## src/rtl/riscv_lsu.sv

```systemverilog
// RV32I load/store unit: validates a core memory request, drives one cache access
// with a stall timeout, and returns the sign/zero-extended load result.
module riscv_lsu #(
  parameter int ADDR_W   = 12,
  parameter int MAX_WAIT = 64
) (
  input  logic              clk,
  input  logic              reset,
  input  logic              lsu_valid,
  input  logic              lsu_is_store,
  input  logic [2:0]        lsu_funct3,
  input  logic [31:0]       lsu_addr,
  input  logic [31:0]       lsu_wdata,
  output logic              lsu_stall,
  output logic [31:0]       lsu_rdata,
  output logic              lsu_done,
  output logic              lsu_err,
  output logic [ADDR_W-1:0] Data_addr,
  output logic [1:0]        we,
  output logic [1:0]        re,
  output logic [31:0]       Wdata,
  input  logic [31:0]       Rdata,
  input  logic              Stall
);

  typedef enum logic [1:0] {IDLE, ACCESS, DONE} state_t;

  localparam logic [15:0] WAIT_LAST = 16'(MAX_WAIT - 1);

  state_t            state;
  logic [ADDR_W-1:0] addr_q;
  logic [31:0]       wdata_q;
  logic [31:0]       rdata_q;
  logic [2:0]        funct3_q;
  logic              is_store_q;
  logic              err_q;
  logic [15:0]       wait_cnt;

  logic              req_err;
  logic [1:0]        size;
  logic [31:0]       load_ext;
  logic [31:0]       store_data;
  logic              in_access;

  always_comb begin
    req_err = 1'b0;
    case (lsu_funct3[1:0])
      2'b01:   if (lsu_addr[0]) req_err = 1'b1;
      2'b10:   if (lsu_addr[1:0] != 2'b00) req_err = 1'b1;
      default: ;
    endcase
    if (lsu_is_store) begin
      if (lsu_funct3 >= 3'b011) req_err = 1'b1;
    end else if (lsu_funct3 == 3'b011 || lsu_funct3[2:1] == 2'b11) begin
      req_err = 1'b1;
    end
    if ((lsu_addr >> ADDR_W) != 32'd0) req_err = 1'b1;
  end

  // funct3[1:0] = 11 never reaches ACCESS, so it folds into the word case
  always_comb begin
    case (funct3_q[1:0])
      2'b00:   size = 2'd1;
      2'b01:   size = 2'd2;
      default: size = 2'd3;
    endcase
  end

  always_comb begin
    case (funct3_q)
      3'b000:  load_ext = {{24{Rdata[7]}}, Rdata[7:0]};
      3'b001:  load_ext = {{16{Rdata[15]}}, Rdata[15:0]};
      3'b100:  load_ext = {24'd0, Rdata[7:0]};
      3'b101:  load_ext = {16'd0, Rdata[15:0]};
      default: load_ext = Rdata;
    endcase
  end

  always_comb begin
    case (funct3_q[1:0])
      2'b00:   store_data = {24'd0, wdata_q[7:0]};
      2'b01:   store_data = {16'd0, wdata_q[15:0]};
      default: store_data = wdata_q;
    endcase
  end

  assign in_access = (state == ACCESS);
  assign re        = (in_access && !is_store_q) ? size : 2'd0;
  assign we        = (in_access &&  is_store_q) ? size : 2'd0;
  assign Data_addr = in_access ? addr_q : '0;
  assign Wdata     = (in_access && is_store_q) ? store_data : 32'd0;
  assign lsu_done  = (state == DONE);
  assign lsu_err   = lsu_done && err_q;
  assign lsu_rdata = rdata_q;
  assign lsu_stall = lsu_valid && (state != DONE);

  always_ff @(posedge clk or negedge reset) begin
    if (!reset) begin
      state      <= IDLE;
      addr_q     <= '0;
      wdata_q    <= '0;
      rdata_q    <= '0;
      funct3_q   <= '0;
      is_store_q <= 1'b0;
      err_q      <= 1'b0;
      wait_cnt   <= '0;
    end else begin
      case (state)
        IDLE: begin
          if (lsu_valid) begin
            addr_q     <= lsu_addr[ADDR_W-1:0];
            wdata_q    <= lsu_wdata;
            funct3_q   <= lsu_funct3;
            is_store_q <= lsu_is_store;
            wait_cnt   <= '0;
            if (req_err) begin
              err_q   <= 1'b1;
              rdata_q <= '0;
              state   <= DONE;
            end else begin
              err_q <= 1'b0;
              state <= ACCESS;
            end
          end
        end
        ACCESS: begin
          if (!Stall) begin
            rdata_q <= is_store_q ? 32'd0 : load_ext;
            state   <= DONE;
          end else if (wait_cnt == WAIT_LAST) begin
            err_q   <= 1'b1;
            rdata_q <= '0;
            state   <= DONE;
          end else begin
            wait_cnt <= wait_cnt + 16'd1;
          end
        end
        DONE:    state <= IDLE;
        default: state <= IDLE;
      endcase
    end
  end

endmodule

```

## config.mk

```make
export PLATFORM = sky130hd
export DESIGN_NAME = riscv_lsu
export DESIGN_NICKNAME = d
export VERILOG_FILES = /design/src/rtl/riscv_lsu.sv
export SDC_FILE = /design/constraint.sdc
export NUM_CORES = 1
export LEC_CHECK = 0
export BUFFER_PORTS_ARGS = -buffer_cell sky130_fd_sc_hd__clkbuf_2
export CORE_MARGIN = 10
export CORE_UTILIZATION = 25
export DETAILED_ROUTE_END_ITERATION = 7
export PLACE_DENSITY_LB_ADDON = 0.3
export SYNTH_ARGS = -nofsm -noshare
export SYNTH_HDL_FRONTEND = slang
export SYNTH_SLANG_ARGS = --single-unit
```

## constraint.sdc

```tcl
create_clock -name clk -period 2.1 [get_ports clk]
set_input_delay 0.105 -clock clk [delete_from_list [all_inputs] [get_ports clk]]
set_output_delay 0.105 -clock clk [all_outputs]
set_load 0.01 [all_outputs]
```

# After elaboration in Yosys (flattened, before gate mapping)
# Cells that the tools add are included.
[totals]
input_bits = 104
output_inout_bits = 83
mem_bits_rw = 0
ff_bits = 99
latchBits = 0
elab_cells = 79
mem_count = 0
romBits = 0
[op_classes]
n_lt_le_gt_ge = 1
addsub = 1
multipliers = 0
muxes = 34
n_eq_ne = 18
n_div = 0
n_reduce_logical = 17
shifts = 0
bitwise = 0
[op_table]
columns = ["operator", "count"]
rows = [
  ["32-bit 2-to-1 mux", 6],
  ["32-bit case mux with 2 select lines", 2],
  ["32-bit case mux with 4 select lines", 1],
  ["16-bit 2-to-1 mux", 3],
  ["16-bit case mux with 2 select lines", 1],
  ["32-bit nonzero test", 1],
  ["16-bit by 1-bit adder with 16-bit output, second input constant", 1],
  ["16-bit by 6-bit equality test with 1-bit output, second input constant", 1],
  ["12-bit 2-to-1 mux", 1],
  ["2-bit 2-to-1 mux", 6],
  ["4-bit AND reduction", 3],
  ["1-bit 2-to-1 mux", 10],
  ["2-bit != test, second input constant", 5],
  ["2-bit case mux with 2 select lines", 2],
  ["2-bit by 1-bit equality test with 1-bit output, second input constant", 3],
  ["2-bit equality test, second input constant", 3],
  ["3-bit equality test, second input constant", 2],
  ["1-bit logical AND", 4],
  ["2-bit zero test", 2],
  ["1-bit case mux with 2 select lines", 2],
  ["2-bit AND reduction", 2],
  ["2-bit nonzero test", 2],
  ["3-bit by 1-bit equality test with 1-bit output, second input constant", 1],
  ["3-bit by 2-bit equality test with 1-bit output, second input constant", 1],
  ["other kinds (6)", 6],
]

# Longest topological paths before layout
# Gate-level depths: netlist (run 1).
[depth]
depth_word = 9
mapped_depth = 8

# Worst setup path before layout (run 1)
# OpenSTA, ideal clock, no wires.
[synth_path]
kind = "register to register"
startpoint = "reg wait_cnt[0]"
endpoint = "reg wait_cnt[10]"
period_less_slack_ps = 1708
path_stages_with_launch = 7
t_required_ps = 2022
path_slack_ps = 392
arrival_ps = 1630
setup_time_ps = 78
cell_sequence = "dfrtp_1 > ha_1 > and4_2 > nand3_4 > buf_6 > or4_1 > a21oi_1"
[synth_via]
elab_chain_cells = 4
[synth_rtl]
columns = ["item", "line_no", "rtl"]
rows = [
  ["start, declared", "37", "logic [15:0] wait_cnt;"],
  ["start signal, assigned", "135", "wait_cnt <= wait_cnt + 16'd1;"],
  ["16-bit by 1-bit adder with 16-bit output", "135", ""],
  ["16-bit 2-to-1 mux", "130", "end else if (wait_cnt == WAIT_LAST) begin"],
  ["16-bit 2-to-1 mux", "127", "if (!Stall) begin"],
  ["16-bit case mux with 2 select lines", "108", "case (state)"],
]
# Parallel ways exist; a longest one is shown, timed or not. The select of a mux whose other input is x is not followed.
# A chain may end at the register's enable or synchronous reset.

# Worst setup path after layout (run 1)
[layout_path]
startpoint = "reg state[0]"
endpoint = "out Wdata[12]"
[layout_via]
elab_chain_cells = 3
[layout_rtl]
columns = ["item", "line_no", "rtl"]
rows = [
  ["start, declared", "30", "state_t state;"],
  ["start signal, assigned", "99", "state <= IDLE;"],
  ["start signal, assigned", "119", "state <= DONE;"],
  ["start signal, assigned", "122", "state <= ACCESS;"],
  ["2-bit by 1-bit equality test with 1-bit output", "87", "assign in_access = (state == ACCESS);"],
  ["1-bit logical AND", "91", "assign Wdata = (in_access && is_store_q) ? store_data : 32'd0;"],
  ["32-bit 2-to-1 mux", "91", ""],
  ["end, declared", "21", "output logic [31:0] Wdata,"],
]
# No other way between the ends.

==> metrics.md, run 1 <==
| Metric | Value |
|---|---|
| Synthesis-to-finish area growth | 43.54% |
| Setup_tns | 0 ns |
| Synthesized flop and latch total | 99 |
| Busiest grt layer | met2 |
| Syn_nets | about 660 |
| Synthesized area | 4977 µm² |
| Layout cells sized above 1 | between 20% and 30% |
| Number of H-tree levels | 3 |
| GP Congestion | 0.7787 |
| Root buffer cell | clkbuf_16 |
| Util after Layout | 36.59% |
| FP Rows | between 50 and 60 |
| Antenna violations before repair | 3 |
| Crit end category | primary output |
| Pre-Repair DR Iteration Count | 4 |
| RSZ-0062 raised after global routing | false |
| Setup violators final | 0 |
| Internal Pwr Total | 3.219 mW |
| Worst skew pair latency | about 0.35 ns |
| HP Class | in -> reg |
| I/O Buffers | 186 |
| CP Data Required Time | approximately 2 ns |
| Ys flop type | dfrtp_1 |
| Die extent in y | around 160 µm |
| TritonCTS clock tree | done |
| Leakage power total | about 3.6 nW |
| Status | finished, final reports clean |
| Cell count after synthesis | 555 |
| Post-route DRC | 0 |
| Die Wd | ~160 µm |
| Post-route cell area | about 7100 µm² |
| Combinational group share of total power | 14.8% |
| WL per Instance | ~16 µm |
| Ys async rst share | between 90% and 100% |
| Grt met3 use | under 10% |
| Post-DP HPWL | between 10000 and 15000 µm |
| CTS Sinks | 99 |
| Filler Cell Count | between 2000 and 2500 |
| Max-Cap Viols | 0 |
| WS Path Type | reg -> out |
| Post-Route WL | ~17000 µm |
| First-pass GRT wire length | ~28000 µm |
| DP Area | between 6000 and 7000 µm² |
| Crit path max fanout | 9 |
| Starting Density | about a quarter |
| Final Hold Viols | 0 |
| Commonest cells after routing, fill and taps aside | clkbuf_2 (185), nand2_1 (161), dfrtp_1 (99) |
| Psw | about 1.2 mW |
| Post-synth EDFFs | 0 |
| I/O Pins | 187 |
| Worst Tran Pin Value | between 0.6 and 0.7 ns |
| Gr ovfl total | 0 |
| Post-CTS Setup Repair Bufs | 0 |
| Synth warn | 0 |
| Nets | between 900 and 1000 |
| Grt met1 use | roughly 16% |
| Seq/Total Area, Yosys | 49.77% |
| Vias in the first global route | between 5000 and 6000 |
| Final period util | about nine tenths |
| Routed via count | 4839 |
| Placed insts | 995 |
| Clk_skew | between 0.006 and 0.007 ns |
| Finished Layout Cells | approximately 1100 |
| Worst setup SP type | flip-flop |
| Max Slew Vio Count | 0 |
| Pin count of the biggest net entering global routing | 64 |
| Synth Area per Inst | 8.968 µm² |
| Max-slew headroom | 53.45% |
| Core ar. | just under 20000 µm² |
| Longest Clk Path Bufs | 2 |
| Die ar. | 25950 µm² |
| Post-route ant nets | 0 |
| TritonCTS Buffers | 9 |
| Worst Path Arrival | around 1.8 ns |
| Clk pwr share | 36.9% |
| Maximum clock rate | 523.5 MHz |
| Min Tclk post-route | approximately 1.9 ns |
| Sequential power share | around 48% |
| Via density | 4.535 |
| GR Util met2 | around a fifth |
| GRT Overall Usage | 13.01% |
| Distinct cells, synth | 49 |
| Maximum vdd drop | roughly 0.0004 V |
| Most common cell after layout, fill and taps aside | clkbuf_2 |
| CTS clk-pin slew, worst paths | around 0.07 ns |
| Switching Fraction | between 20 and 30% |
| Pwr Density | around 620 nW/µm² |
| DRT iter0 DRCs | approximately 320 |
-- metrics by stage --
| step | hold slack (ns) | worst slack (ns) | total power, mW |
|---|---|---|---|
| 2_1_floorplan | -0.1906 | 0.3923 | 2.447 |
| 3_3_place_gp | 0.1256 | 0.1350 | 2.732 |
| 3_5_place_dp | 0.1289 | 0.1048 | 2.738 |
| 4_1_cts | 0.0007708 | 0.08671 | 4.481 |
| 5_1_grt | 0.01838 | 0.01897 | 4.646 |
| 6_report | 0.02282 | 0.1897 | 4.407 |
-- cell usage after synthesis (10+ instances only) --
library cell | count | share of area, %
nand2_1 | 161 | 12
dfrtp_1 | 99 | 50
and2_1 | 41 | 5.2
nor2b_1 | 27 | 3.4
inv_1 | 22 | 1.7
nand3_1 | 19 | 1.9
o32ai_1 | 16 | 2.8
o41ai_1 | 16 | 2.8
clkbuf_1 | 15 | 1.1
o21ai_0 | 14 | 1.4
a21oi_1 | 12 | 1.2
and3_1 | 10 | 1.3
-- power by group through the flow --
stage	registers, mW	clock network, mW	logic, mW
2_1_floorplan	2.15	0	0.302
3_5_place_dp	2.16	0	0.573
4_1_cts	2.13	1.70	0.655
5_1_grt	2.15	1.75	0.739
6_report	2.13	1.63	0.650
3_3_place_gp	2.16	0	0.572
-- metal layers --
layer,routed length [µm],vias up
met5,13,-
met4,169,2
met3,1459,16
met2,7737,159
met1,7838,2288
li1,-,2374
-- sequential cells by signal (all words and copies together) (netlist names) --
name        count
addr_q         12
err_q           1
funct3_q        3
is_store_q      1
lsu_rdata      32
state           2
wait_cnt       16
wdata_q        32
-- critical path, stage by stage (launching register included) --
cell and delay (ns):
dfrtp_1 0.45, nor2b_4 0.28, nand2_1 0.10, nor2_1 0.14, buf_4 0.19, and2_1 0.15, clkbuf_2 0.14
-- kinds of logic (layout without fill, tap and decap cells) --
kind of cell | count (synthesis) | after routing | synth area share (%)
multiplexers | 8 | 8 | 1.709
AND/OR/NAND/NOR | 308 | 308 | 30.97
adder cells (fa/ha/maj) | 4 | 4 | 1.006
other | 0 | 2 | 0
AO/OA/AOI/OAI | 78 | 78 | 11.41
flip-flops | 99 | 99 | 49.77
buffers and inverters | 58 | 303 | 5.128
-- final cells by class --
| class | count | area [µm²] | area share [%] |
|---|---|---|---|
| multi-input cells | 398 | 2266 | 31.72 |
| clock buffers | 13 | 260.3 | 3.643 |
| inverters | 22 | 82.58 | 1.156 |
| diodes | 2 | 5.005 | 0.07005 |
| clock inverters | 3 | 22.52 | 0.3152 |
| well taps | 265 | 331.6 | 4.641 |
| repair buffers | 265 | 1699 | 23.78 |
| flip-flops and latches | 99 | 2477 | 34.68 |
-- final timing paths --
| check | start | to | slack (ns) | depth (start not counted) |
|---|---|---|---|---|
| max | state[0]$_DFFE_PN0P_ | Wdata[12] | 0.19 | 6 |
| min | Rdata[31] | lsu_rdata[31]$_DFFE_PN0P_ | 0.02 | 3 |
| max reg2reg | state[1]$_DFFE_PN0P_ | lsu_rdata[2]$_DFFE_PN0P_ | 0.20 | 4 |
| min reg2reg | addr_q[11]$_DFFE_PN0P_ | addr_q[11]$_DFFE_PN0P_ | 0.47 | 2 |
| max in group asynchronous | reset | addr_q[11]$_DFFE_PN0P_ | 1.17 | 3 |
| min in group asynchronous | reset | lsu_rdata[2]$_DFFE_PN0P_ | 0.28 | 2 |
-- what timing repair did --
item	4_1_cts	5_1_grt
endpoints found under the hold margin	87	1
hold buffers	53	1
setup endpoints to repair	0	19
gates resized for setup	0	4
Note: power is estimated with default switching activity, not from simulation.
==> inputs of run 2 (changes only) <==
--- a/config.mk
+++ b/config.mk
@@ -7,8 +7,9 @@
 export LEC_CHECK = 0
 export BUFFER_PORTS_ARGS = -buffer_cell sky130_fd_sc_hd__clkbuf_2
 export CORE_MARGIN = 10
-export CORE_UTILIZATION = 25
+export CORE_UTILIZATION = 45
 export DETAILED_ROUTE_END_ITERATION = 7
+export MAX_ROUTING_LAYER = met4
 export PLACE_DENSITY_LB_ADDON = 0.3
 export SYNTH_ARGS = -nofsm -noshare
 export SYNTH_HDL_FRONTEND = slang
==> metrics.md, run 2 (synthesis results as in run 1) <==
| Metric | Value |
|---|---|
| Leakage power total | 3.471 nW (-2.4%) |
| GP Congestion | 0.8165 (+4.9%) |
| Crit path to | Wdata[27] |
| Switching Fraction | 27.59% (+0.64 points) |
| Combinational group share of total power | 16.0% (+1.2 points) |
| Worst setup SP type | flip-flop |
| TritonCTS Buffers | 9 (unchanged) |
| Top sig layer | met4 |
| Layout cells sized above 1 | 28.95% (-0.92 points) |
| Final period util | 95.57% (+4.6 points) |
| Critical path's slowest cell | dfrtp_1 |
| Min Tclk post-route | 2.007 ns (+0.09675 ns) |
| WS Path Type | reg -> out |
| Antenna violations before repair | 4 (+1) |
| Number of H-tree levels | 3 (unchanged) |
| I/O Pins | 187 (unchanged) |
| Internal Pwr Total | 2.818 mW (-12%) |
| Placed insts | 862 (-13%) |
| Crit end category | primary output |
| Starting Density | 45.91% (+20 points) |
| Max-slew headroom | 54.48% (+1.0 points) |
| Post-CTS Setup Repair Bufs | 0 (unchanged) |
| HP Class | in -> reg |
| Psw | 1.074 mW (-9.6%) |
| Die extent in y | 125.2 µm (-22%) |
| Met2 WL | 8570 µm (+11%) |
| Nets | 896 (-0.78%) |
| Worst Tran Pin Value | 0.6828 ns (-0.01542 ns) |
| Clk pwr share | 28.8% (-8.1 points) |
| Clk_skew | 0.009124 ns (+0.002207 ns) |
| Crit Reg-Reg Startpoint | wait_cnt[11]$_DFFE_PN0P_ |
| Crit path max fanout | 16 (+7) |
| First-pass GRT wire length | 26980 µm (-2.6%) |
| GRT Overall Usage | 21.22% (+8.2 points) |
| Final Hold Viols | 0 (unchanged) |
| Worst path cell trace | nor2b_2, and3_2, and2_1, clkbuf_2 |
| WL per Instance | 17.89 µm (+11%) |
| Critical path origin | state[0]$_DFFE_PN0P_ |
| Pin count of the biggest net entering global routing | 41 (-36%) |
| Routed via count | 4983 (+3.0%) |
| RSZ-0062 raised after global routing | false |
| Post-route DRC | 0 (unchanged) |
| FP Rows | 38 (-25%) |
| Commonest cells after routing, fill and taps aside | clkbuf_2 (185), nand2_1 (161), dfrtp_1 (99) |
| CP Data Required Time | 2.00 ns (about the same) |
| Reg-to-Reg End | lsu_rdata[25]$_DFFE_PN0P_ |
| Setup violators final | 0 (unchanged) |
| Most common cell after layout, fill and taps aside | clkbuf_2 |
| CTS Sinks | 99 (unchanged) |
| Pwr Density | 571.9 nW/µm² (-7.3%) |
| Filler Cell Count | 915 (-55%) |
| Total chip power | 3.892 mW (-12%) |
| I/O Buffers | 186 (unchanged) |
| Worst Path Arrival | 1.90 ns (+0.09 ns) |
| Core ar. | 10840 µm² (-44%) |
| Die ar. | 15670 µm² (-40%) |
| Vias in the first global route | 5412 (+7.1%) |
| Longest Clk Path Bufs | 2 (unchanged) |
| CTS clk-pin slew, worst paths | 0.09 ns (+0.02 ns) |
| Slowest cell delay on critical path | 0.46 ns (about the same) |
| Status | finished, final reports clean |
| Post-route ant nets | 0 (unchanged) |
| Root buffer cell | clkbuf_8 |
| Worst skew pair latency | 0.36 ns (about the same) |
| Finished Layout Cells | 935 (-12%) |
| Via density | 5.329 (+18%) |
| Met1 Wirelength | 6826 µm (-13%) |
| R2R depth | 5 (+1) |
| TritonCTS clock tree | done |
| Detailed route wirelength on metal3 | 949 µm (-35%) |
| Flop2flop setup slack | 0.20 ns (about the same) |
| Maximum vdd drop | 0.0004006 V (about the same) |
| Synthesis-to-finish area growth | 36.75% |
| Max-Cap Viols | 0 (unchanged) |
| Pre-Repair DR Iteration Count | 7 (+3) |
| Post-DP HPWL | 11660 µm (-2.4%) |
| Post-Route WL | 16730 µm (-2.8%) |
| Die Wd | 125.2 µm (-22%) |
| Max Slew Vio Count | 0 (unchanged) |
| Maximum clock rate | 498.2 MHz (-4.8%) |
| Sequential power share | 55.2% (+6.8 points) |
| Gr ovfl total | 0 (unchanged) |
| DRT iter0 DRCs | 361 (+14%) |
| Setup_tns | 0 ns (unchanged) |
run 2: changes by cell type in the layout (fill, tap and decap cells not counted), sizes merged:
cell         previous run  this run
buf                    26        18
clkbuf                198       197
clkinv                  0         1
clkinvlp                3         1
diode                   2         4
dlygate4sd3            54        55
run 2: repair_timing:
item,CTS,global route
hold endpoints to repair,92,0
pin swaps,0,0
hold buffers,55,0
endpoints found under the setup margin,16,9
resized for setup,1,1
run 2: final cells by class:
class | count | area, µm² | area share [%]
repair buffers | 258 | 1637 | 24.04
flip-flops and latches | 99 | 2477 | 36.40
diodes | 4 | 10.01 | 0.1471
inverters | 22 | 82.58 | 1.213
multi-input cells | 398 | 2257 | 33.16
well taps | 140 | 175.2 | 2.574
clock inverters | 2 | 12.51 | 0.1838
clock buffers | 12 | 155.1 | 2.279
run 2: power by group through the flow:
stage	sequential, mW	combinational [mW]	clock, mW
after global routing	2.17	0.700	1.22
final	2.15	0.621	1.12
after CTS	2.14	0.615	1.14
after global placement	2.17	0.511	0
after detailed placement	2.18	0.532	0
after floorplan	2.15	0.302	0
run 2: worst min-delay path by stage:
stage / start / end / cells after the start
after floorplan: reset / addr_q[0]$_DFFE_PN0P_ / 0
after global placement: reset / addr_q[7]$_DFFE_PN0P_ / 1
after detailed placement: reset / addr_q[8]$_DFFE_PN0P_ / 1
after CTS: Rdata[19] / lsu_rdata[19]$_DFFE_PN0P_ / 3
after global routing: Rdata[20] / lsu_rdata[20]$_DFFE_PN0P_ / 3
final: Rdata[19] / lsu_rdata[19]$_DFFE_PN0P_ / 3
run 2: worst max-delay path: cells and delay by family (launching register included):
family        cells  cell delay, ns
simple gates      3            0.94
flops             1            0.46
buf+inv           1            0.15
run 2: stage by stage:
| stage | hold slack, ns | instance area, µm² | worst slack [ns] | utilization, % |
|---|---|---|---|---|
| floorplan | -0.1906 | 4977 | 0.3923 | - |
| global placement | 0.1113 | 6073 | 0.2855 | 56.02 |
| detailed placement | 0.1235 | 6073 | 0.1349 | 56.02 |
| CTS | 0.00008196 | 6793 | 0.09601 | 62.66 |
| global route | 0.005404 | 6807 | 0.004012 | 62.79 |
| finish | 0.005825 | 6807 | 0.09293 | 62.79 |
run 2: metal layers:
metal,track usage (%),up-vias
met1,24.44,2400
met3,4.605,31
met2,35.33,196
met5,-,-
met4,8.469,0
li1,-,2356
==> inputs of run 3 (changes only) <==
--- a/config.mk
+++ b/config.mk
@@ -6,6 +6,7 @@
 export NUM_CORES = 1
 export LEC_CHECK = 0
 export BUFFER_PORTS_ARGS = -buffer_cell sky130_fd_sc_hd__clkbuf_2
+export CORE_ASPECT_RATIO = 1.4
 export CORE_MARGIN = 10
 export CORE_UTILIZATION = 45
 export DETAILED_ROUTE_END_ITERATION = 7
==> constraint.sdc (replaced) <==
create_clock -name clk -period 2.3 [get_ports clk]
set_input_delay 0.115 -clock clk [delete_from_list [all_inputs] [get_ports clk]]
set_output_delay 0.115 -clock clk [all_outputs]
set_load 0.01 [all_outputs]
==> metrics.md, run 3 (synthesis results as in run 1) <==
| Metric | Value |
|---|---|
| Status | finished, final reports clean |
| Crit end category | primary output |
| CTS Sinks | 99 (unchanged) |
| Post-DP HPWL | 11130 µm (-4.5%) |
| Maximum vdd drop | 0.0004335 V (+8.2%) |
| TritonCTS Buffers | 9 (unchanged) |
| Post-route ant nets | 0 (unchanged) |
| Die ar. | 15730 µm² (+0.38%) |
| Worst path cell trace | nor2b_2, and3_2, and2_1, clkbuf_2 |
| Core ar. | 10810 µm² (-0.28%) |
| Worst Hold Path Cells | 3 (unchanged) |
| Pre-Repair DR Iteration Count | 4 (-3) |
| Max-slew headroom | 27.73% (-27 points) |
| I/O Buffers | 186 (unchanged) |
| WL per Instance | 17.58 µm (-1.8%) |
| Worst Path Arrival | 2.00 ns (+0.10 ns) |
| Routed via count | 4912 (-1.4%) |
| FF/Latch Area | 2477 µm² (unchanged) |
| First-pass GRT wire length | 25480 µm (-5.6%) |
| Slowest cell delay on critical path | 0.45 ns (about the same) |
| Longest Clk Path Bufs | 2 (unchanged) |
| CTS clk-pin slew, worst paths | 0.07 ns (-0.02 ns) |
| HP Class | in -> reg |
| Worst setup SP type | flip-flop |
| Setup_tns | 0 ns (unchanged) |
| Min Tclk post-route | around 2.1 ns |
| FP Rows | 45 (+18%) |
| Crit path max fanout | 16 (unchanged) |
| Worst skew pair latency | 0.34 ns (-0.02 ns) |
| Die Wd | 108.9 µm (-13%) |
| Max-Cap Viols | 0 (unchanged) |
| Synthesis-to-finish area growth | 38.64% |
| Final Hold Viols | 0 (unchanged) |
| Total chip power | 4.273 mW (+9.8%) |
| Critical path's slowest cell | and3_2 |
| Area of the multi-input gates | 2253 µm² (-0.17%) |
| Total buffers and inverters traversed by the critical path | 1 (unchanged) |
| Via density | 5.310 (-0.36%) |
| GP Congestion | 0.8154 (-0.13%) |
| Leakage power total | 3.518 nW (+1.4%) |
| Filler Cell Count | 904 (-1.2%) |
| Placed insts | 858 (-0.46%) |
| Gr ovfl total | 0 (unchanged) |
| Place WS | 0.3493 ns (+0.2145 ns) |
| Pin count of the biggest net entering global routing | 64 (+56%) |
| Antenna Cells | 0 (-4) |
| TritonCTS clock tree | done |
| DRT iter0 DRCs | 344 (-4.7%) |
| Starting Density | 46.04% (+0.13 points) |
| GRT Overall Usage | 20.76% (-0.46 points) |
| Max Slew Vio Count | 0 (unchanged) |
| Antenna violations before repair | 0 (-4) |
| Number of H-tree levels | 3 (unchanged) |
| Finished Layout Cells | 925 (-1.1%) |
| CP Data Required Time | 2.18 ns (+0.18 ns) |
| WS Path Type | reg -> out |
| Nets | 887 (-1.0%) |
| Worst Tran Pin Value | 1.077 ns (+0.3941 ns) |
| R2R depth | 4 (-1) |
| I/O Pins | 187 (unchanged) |
| Final period util | roughly 90% |
| Clk_skew | 0.01003 ns (+0.0009067 ns) |
| Post-route DRC | 0 (unchanged) |
| Root buffer cell | clkbuf_16 |
| Layout cells sized above 1 | 28.83% (-0.12 points) |
| Crit path depth | 4 (unchanged) |
| Most common cell after layout, fill and taps aside | clkbuf_2 |
| Commonest cells after routing, fill and taps aside | clkbuf_2 (185), nand2_1 (161), dfrtp_1 (99) |
| Pwr Density | 619.3 nW/µm² (+8.3%) |
| Maximum clock rate | roughly 470 MHz |
| Setup violators final | 0 (unchanged) |
| Setup ws final | 0.1884 ns (+0.09544 ns) |
| Vias in the first global route | 5206 (-3.8%) |
| RSZ-0062 raised after global routing | false |
| Die extent in y | 144.4 µm (+15%) |
| Post-Route WL | 16260 µm (-2.8%) |
| Top Family by Delay on Critical Path | simple AND/OR/NAND/NOR gates |
run 3: cell count changes in the layout (fill, tap and decap cells not counted), moves of 2 or more:
cell / change
clkbuf_16: +9
dlygate4sd3_1: -4
clkbuf_8: -10
bufinv_16: +3
clkinv_4: +2
buf_4: -5
diode_2: -4
run 3: metal layers:
metal,track usage (%),share of wire (%),vias to the layer above
li1,-,-,2332
met1,22.76,38,2344
met2,34.41,51,202
met3,6.058,8.2,34
met4,8.699,2.9,0
met5,-,0,-
run 3: worst paths after layout:
check	from	endpoint	slack, ns
max reg2reg	state[1]$_DFFE_PN0P_	lsu_rdata[3]$_DFFE_PN0P_	0.34
min in group asynchronous	reset	wdata_q[25]$_DFFE_PN0P_	0.30
max	state[0]$_DFFE_PN0P_	Wdata[19]	0.19
min	lsu_is_store	is_store_q$_DFFE_PN0P_	0.02
min reg2reg	addr_q[1]$_DFFE_PN0P_	addr_q[1]$_DFFE_PN0P_	0.46
max in group asynchronous	reset	lsu_rdata[19]$_DFFE_PN0P_	1.28
run 3: report_power, final:
group	internal, mW	switching, mW
clock	1.09	0.665
combinational	0.245	0.294
sequential	1.87	0.0988
run 3: area by class of cell:
type	instances	area share (%)
flip-flops and latches	99	35.90
inverters	22	1.197
clock inverters	6	1.632
well taps	141	2.557
repair buffers	249	22.59
clock buffers	10	3.463
multi-input cells	398	32.66
run 3: worst reg2reg max path: stages (launching register included):
cell and delay (ns):
dfrtp_1 0.43, or3b_2 0.50, a211o_1 0.50, nand2_4 0.29, o41ai_1 0.10
run 3: metrics by stage:
stage	instance area [µm²]	hold slack (ns)	utilization (%)
floorplan	4977	-0.1806	-
global placement	6037	0.1374	55.84
detailed placement	6037	0.1422	55.84
CTS	6899	0.007797	63.82
global route	6900	0.03407	63.83
finish	6900	0.01875	63.83
run 3: what timing repair did:
action,CTS,global route
buffers inserted,0,0
gates resized for setup,0,1
hold buffers,51,0
setup endpoints to repair,0,16
endpoints found under the hold margin,91,0
